[config.mk]
export PLATFORM = sky130hd
export DESIGN_NAME = adc_burst_packer_flat
export DESIGN_NICKNAME = d
export VERILOG_FILES = /design/src/rtl/adc_pkg.sv /design/src/rtl/adc_burst_packer_if.sv /design/src/rtl/adc_sample_shreg.sv /design/src/rtl/adc_burst_packer.sv /design/src/flat_wrapper.sv
export SDC_FILE = /design/constraint.sdc
export NUM_CORES = 1
export LEC_CHECK = 0
export CAP_MARGIN = 20
export CORE_ASPECT_RATIO = 0.7
export CORE_MARGIN = 4
export CORE_UTILIZATION = 40
export DETAILED_ROUTE_END_ITERATION = 8
export PLACE_DENSITY_LB_ADDON = 0.3
export SLEW_MARGIN = 20
export SYNTH_ARGS = -nofsm -noshare
export SYNTH_HDL_FRONTEND = slang
export SYNTH_SLANG_ARGS = --single-unit
[constraint.sdc]
create_clock -name clk -period 2 [get_ports clk]
set_clock_uncertainty 0.2 [all_clocks]
set_input_delay 0.4 -clock clk [delete_from_list [all_inputs] [get_ports clk]]
set_output_delay 0.4 -clock clk [all_outputs]
set_load 0.01 [all_outputs]
[src/rtl/adc_pkg.sv]
// adc_pkg: shared state type and default geometry for the ADC burst packer
package adc_pkg;

    localparam int SAMPLE_W_DEF  = 12;
    localparam int BURST_LEN_DEF = 8;
    localparam int IDX_W         = $clog2(BURST_LEN_DEF);

    typedef enum logic [1:0] {
        IDLE,
        FILL,
        DONE
    } state_t;

endpackage

[src/rtl/adc_burst_packer_if.sv]
// adc_burst_packer_if: ADC sample stream in, packed-burst FIFO write port out
interface adc_burst_packer_if
    import adc_pkg::*;
#(
    parameter int SAMPLE_W  = SAMPLE_W_DEF,
    parameter int BURST_LEN = BURST_LEN_DEF
) ();

    logic                          adc_valid;
    logic [SAMPLE_W-1:0]           adc_data;
    logic                          fifo_full;
    logic                          fifo_wr_en;
    logic [SAMPLE_W*BURST_LEN-1:0] fifo_din;

    modport master (
        input  adc_valid, adc_data, fifo_full,
        output fifo_wr_en, fifo_din
    );

    modport slave (
        output adc_valid, adc_data, fifo_full,
        input  fifo_wr_en, fifo_din
    );

endinterface

[src/rtl/adc_sample_shreg.sv]
// adc_sample_shreg: collects BURST_LEN samples into a packed burst and flags the completing sample
module adc_sample_shreg
    import adc_pkg::*;
#(
    parameter int SAMPLE_W  = SAMPLE_W_DEF,
    parameter int BURST_LEN = BURST_LEN_DEF
) (
    input  logic                          clk,
    input  logic                          reset,
    input  logic                          en,
    input  logic                          din_valid,
    input  logic [SAMPLE_W-1:0]           din,
    output logic                          complete,
    output logic [SAMPLE_W*BURST_LEN-1:0] burst
);

    localparam int IW = $clog2(BURST_LEN);
    localparam int SW = SAMPLE_W * (BURST_LEN - 1);

    logic [IW-1:0] idx;
    logic [SW-1:0] slots;
    logic          store;

    assign store    = en && din_valid;
    assign complete = store && idx == IW'(BURST_LEN - 1);
    // The last sample is never stored: it joins the burst straight from the input.
    assign burst    = {din, slots};

    // Shift samples toward the LSBs so the oldest ends up in slot 0
    always_ff @(posedge clk)
        if (reset) slots <= '0;
        else if (store) slots <= {din, slots[SW-1:SAMPLE_W]};

    // Sample index, held at 0 while capture is off so every fill starts at slot 0
    always_ff @(posedge clk)
        if (reset || !en) idx <= '0;
        else if (store) idx <= complete ? '0 : idx + 1'b1;

endmodule

[src/rtl/adc_burst_packer.sv]
// adc_burst_packer: packs ADC samples into bursts, writes them to the fill FIFO, ends on counter zero
module adc_burst_packer
    import adc_pkg::*;
#(
    parameter int SAMPLE_W  = SAMPLE_W_DEF,
    parameter int BURST_LEN = BURST_LEN_DEF
) (
    input  logic               clk,
    input  logic               reset,
    input  logic               trigger,
    input  logic               burst_at_zero,
    output logic               burst_init,
    output logic               burst_enable,
    output logic               busy,
    output logic               fill_done,
    output logic               overflow_err,
    adc_burst_packer_if.master bus
);

    state_t                        state, state_n;
    logic                          init_n, en_n, wr_n, ovf_n, wr_q, complete;
    logic [SAMPLE_W*BURST_LEN-1:0] din_n, din_q, burst;

    adc_sample_shreg #(
        .SAMPLE_W (SAMPLE_W),
        .BURST_LEN(BURST_LEN)
    ) u_shreg (
        .clk      (clk),
        .reset    (reset),
        .en       (state == FILL),
        .din_valid(bus.adc_valid),
        .din      (bus.adc_data),
        .complete (complete),
        .burst    (burst)
    );

    assign bus.fifo_wr_en = wr_q;
    assign bus.fifo_din   = din_q;

    // Next state and next values of every registered output
    always_comb begin
        state_n = state;
        init_n  = 1'b0;
        en_n    = 1'b0;
        wr_n    = 1'b0;
        ovf_n   = overflow_err;
        din_n   = din_q;
        case (state)
            IDLE: if (trigger) begin
                state_n = FILL;
                init_n  = 1'b1;
                ovf_n   = 1'b0;
            end
            FILL: if (complete) begin
                if (burst_at_zero) state_n = DONE;
                else begin
                    // A burst lost to a full FIFO still counts, so fill length stays fixed in time.
                    en_n  = 1'b1;
                    wr_n  = !bus.fifo_full;
                    ovf_n = overflow_err || bus.fifo_full;
                    din_n = bus.fifo_full ? din_q : burst;
                end
            end
            default: state_n = IDLE;
        endcase
    end

    // State and output registers
    always_ff @(posedge clk)
        if (reset) begin
            state        <= IDLE;
            burst_init   <= 1'b0;
            burst_enable <= 1'b0;
            wr_q         <= 1'b0;
            din_q        <= '0;
            overflow_err <= 1'b0;
            busy         <= 1'b0;
            fill_done    <= 1'b0;
        end else begin
            state        <= state_n;
            burst_init   <= init_n;
            burst_enable <= en_n;
            wr_q         <= wr_n;
            din_q        <= din_n;
            overflow_err <= ovf_n;
            busy         <= state_n == FILL;
            fill_done    <= state_n == DONE;
        end

endmodule

[src/flat_wrapper.sv]
// flat-port wrapper written by rule: the top's interface ports become plain ports
module adc_burst_packer_flat import adc_pkg::*;
#(
    parameter int SAMPLE_W  = SAMPLE_W_DEF,
    parameter int BURST_LEN = BURST_LEN_DEF
)
  (clk, reset, trigger, burst_at_zero, burst_init, burst_enable, busy, fill_done, overflow_err, bus_adc_valid, bus_adc_data, bus_fifo_full, bus_fifo_wr_en, bus_fifo_din);
  adc_burst_packer_if #(.SAMPLE_W(SAMPLE_W), .BURST_LEN(BURST_LEN)) bus_i ();
  input  logic clk;
  input  logic reset;
  input  logic trigger;
  input  logic burst_at_zero;
  output logic burst_init;
  output logic burst_enable;
  output logic busy;
  output logic fill_done;
  output logic overflow_err;
  input wire logic [$bits(bus_i.adc_valid)-1:0] bus_adc_valid;
  input wire logic [$bits(bus_i.adc_data)-1:0] bus_adc_data;
  input wire logic [$bits(bus_i.fifo_full)-1:0] bus_fifo_full;
  output wire logic [$bits(bus_i.fifo_wr_en)-1:0] bus_fifo_wr_en;
  output wire logic [$bits(bus_i.fifo_din)-1:0] bus_fifo_din;
  assign bus_i.adc_valid = bus_adc_valid;
  assign bus_i.adc_data = bus_adc_data;
  assign bus_i.fifo_full = bus_fifo_full;
  assign bus_fifo_wr_en = bus_i.fifo_wr_en;
  assign bus_fifo_din = bus_i.fifo_din;
  adc_burst_packer #(.SAMPLE_W(SAMPLE_W), .BURST_LEN(BURST_LEN)) u_core (.clk(clk), .reset(reset), .trigger(trigger), .burst_at_zero(burst_at_zero), .burst_init(burst_init), .burst_enable(burst_enable), .busy(busy), .fill_done(fill_done), .overflow_err(overflow_err), .bus(bus_i));
endmodule
==> flow_summary.toml <==
[status]
outcome = "finished clean"

[global_route]
grt_usage_pct = 16.70
gr-total-overflow = 0
antenna_found_initial = 0
grt_first_pass_wirelength_mm = 27.63
first_global_vias = 5161
grt_max_degree = 86

[timing]
drv_slew = 0
tns_ns = 0
setup_viol = 0
fmax_mhz = 511.3
fin_crit_ns = 1.956
final_hold_viol_count = 0
max_slew.worst_pin.slew_ns = 0.3818
fin_crit_sh_pct = 97.80
relSlewSlack_pct = 74.55

[detailed_routing]
drc_errors = 0
routed_wl_mm = 17.45
wire_per_inst_um = 14.77
drt-initial-drc-count = 508
first_pass_iters = 4
ant_nets = 0
viasPerCell = 4.760
num_vias = 5621

[floorplanning]
die_width_um = 172.2
core_um2 = 18260
rows = 41
fp.dieH_um = 123.0
die-area_um2 = 21180
initial_core_util_pct = 41.36
io_pins = 120

[yosys]
synth_fa_ha_area_share_pct = 0.3313
synth_cell_type_count = 20
postSynthCellCount = 825
synth_seq_area_share_pct = 50.62
yosysTopAreaCell = "dfxtp_1"
yosys_register_bits = 191
ys_warn_count = 0
synth_fp_nets = 845
ys_top_cells_by_area = "dfxtp_1 51%, nand2b_1 16%, mux2i_1 13%"
synthSimpleGateAreaFrac_pct = 25.91
synthXorXnorAreaFrac_pct = 0
syn_area_per_cell_um2 = 9.156
netlist.area_leader.share_pct = 50.62
synth_compound_area_share_pct = 5.897
synth_top_family_by_area = "simple AND/OR/NAND/NOR gates"
syn_area_um2 = 7553
synth_mux_area_share_pct = 12.85

[pwr]
power.leakage_nw = 3.319
power_mw = 7.827
power_density_nw_per_um2 = 793.3
ir_worst_vdd_mv = 0.5161

[min_path]
hold_class = "in2reg"
hp-start = "reset"

[setup_path]
start_kind = "flip-flop"
crit_path_end_kind = "output port"
crit_start = "u_core.bus.fifo_din[83]"
path_delay_family = "buffers and inverters"
crit_path_max_incr_delay_ns = 0.59
cp_max_fo = 2
cp.arrival_ns = 1.36
crit_slowest_cell = "clkdlybuf4s50_1"
critical_path_buf_inv_count = 1
critPathRequiredTime_ns = 1.40
timing.rr.start = "u_core.u_shreg.idx[0]"
crit_type = "reg2out"
crit_chain = "clkdlybuf4s50_1"

[clock_network]
cts_buffer_depth = 2
clkLatencyLatePin_ns = 0.43
path_clk_slew_ns = 0.07
numClockSinks = 191
htree_levels = 4
cts_made_buffers = 17
cts_hold_buffers = 0
cts_setup_buffers = 0
tritoncts = "yes"
cts_root_buf = "clkbuf_16"

[layout]
drive_above_1_share_pct = 7.090
nets = 952
areaGrowthSynthToFinish_pct = 30.61
n_antenna_cell = 0
fin_cells = 1181
final_core_util_pct = 54.02

[placed_design]
port_buffers = 119
gp_congestion = 0.7760
dp.cells = 1149
hpwl_mm = 11.83

[job]
cap_viol_max_count = 0
[placed cells by master, fill, tap and decap left out]
cell,n
nor3_4,1
ha_1,1
clkinvlp_4,1
mux2i_1,97
nor2_1,4
ha_4,1
inv_1,2
clkbuf_16,17
dlygate4sd2_1,1
bufinv_16,4
dfxtp_1,191
clkbuf_8,1
clkdlybuf4s50_1,108
buf_6,2
a41oi_1,1
nand2_1,172
nor3b_1,1
nand2b_1,194
nor4_1,1
buf_16,4
and3b_2,1
clkinv_4,1
buf_12,12
a21oi_1,86
dlymetal6s2s_1,9
inv_6,5
nand3b_1,2
clkinv_2,2
inv_8,1
nor3_1,7
buf_4,14
o22ai_1,1
[sequential cells by signal (all words and copies together) (netlist names)]
name and count:
u_core.fill_done 1, u_core.bus.fifo_din 96, u_core.u_shreg.slots 84, u_core.busy 1
u_core.burst_init 1, u_core.overflow_err 1, u_core.bus.fifo_wr_en 1, u_core.state 2
u_core.burst_enable 1, u_core.u_shreg.idx 3
[power by group]
group | switching, mW | leakage (nW) | total (mW) | internal (mW)
clock network | 1.50 | 0.314 | 3.66 | 2.16
logic | 0.170 | 1.47 | 0.332 | 0.163
registers | 0.0161 | 1.54 | 3.83 | 3.82
[logic make-up after synthesis]
| kind of cell | Yosys count |
|---|---|
| adders and majority gates | 2 |
| and+or+nand+nor | 383 |
| AOI/OAI and AO/OA | 88 |
| muxes | 97 |
| buffers and inverters | 64 |
| DFF | 191 |
[area by class of cell]
class / instances / area (um2)
well taps: 236 / 295.3
flip-flops and latches: 191 / 3824
fillers: 1658 / 8397
inverters: 2 / 7.507
clock inverters: 14 / 201.4
clock buffers: 18 / 439.2
multi-input cells: 570 / 3418
repair buffers: 150 / 1680
[Yosys cell counts]
cell type	n
a21oi_1	86
a41oi_1	1
and3b_1	1
buf_2	7
buf_4	7
buf_8	5
clkbuf_1	43
dfxtp_1	191
ha_1	2
inv_1	2
mux2i_1	97
nand2_1	172
nand2b_1	194
nand3b_1	2
nor2_1	4
nor3_1	7
nor3_2	1
nor3b_1	1
nor4_1	1
o22ai_1	1
[per-layer routing]
metal	vias up	part of all wire, %	GRT usage, %
li1	2878	-	-
met1	2610	54	25.78
met2	127	38	21.68
met3	6	7.3	6.871
met4	0	0.49	2.946
met5	-	0	0
[metrics by stage]
step	setup slack, ns	area, um2	hold WS (ns)
6_report	0.04404	9866	0.1516
5_1_grt	-0.006697	9866	0.1551
4_1_cts	0.005509	9797	0.1319
3_5_place_dp	-0.2244	9158	0.2471
3_3_place_gp	-0.1597	9158	0.2449
2_1_floorplan	0.2498	7553	0.2353
[worst paths after layout]
| path | end | slack, ns | cells after the start |
|---|---|---|---|
| setup / recovery | bus_fifo_din[83] | 0.04 | 1 |
| hold / removal | u_core.u_shreg.slots[8] | 0.15 | 2 |
| setup reg to reg | u_core.bus.fifo_din[11] | 0.13 | 7 |
| hold reg to reg | u_core.u_shreg.slots[4] | 0.26 | 2 |
[repair_timing]
item | CTS | global route
cloned | 0 | 0
endpoints found under the setup margin | 1 | 71
resized for setup | 1 | 16
pin swaps | 0 | 0
Note: power is estimated with default switching activity, not from simulation.
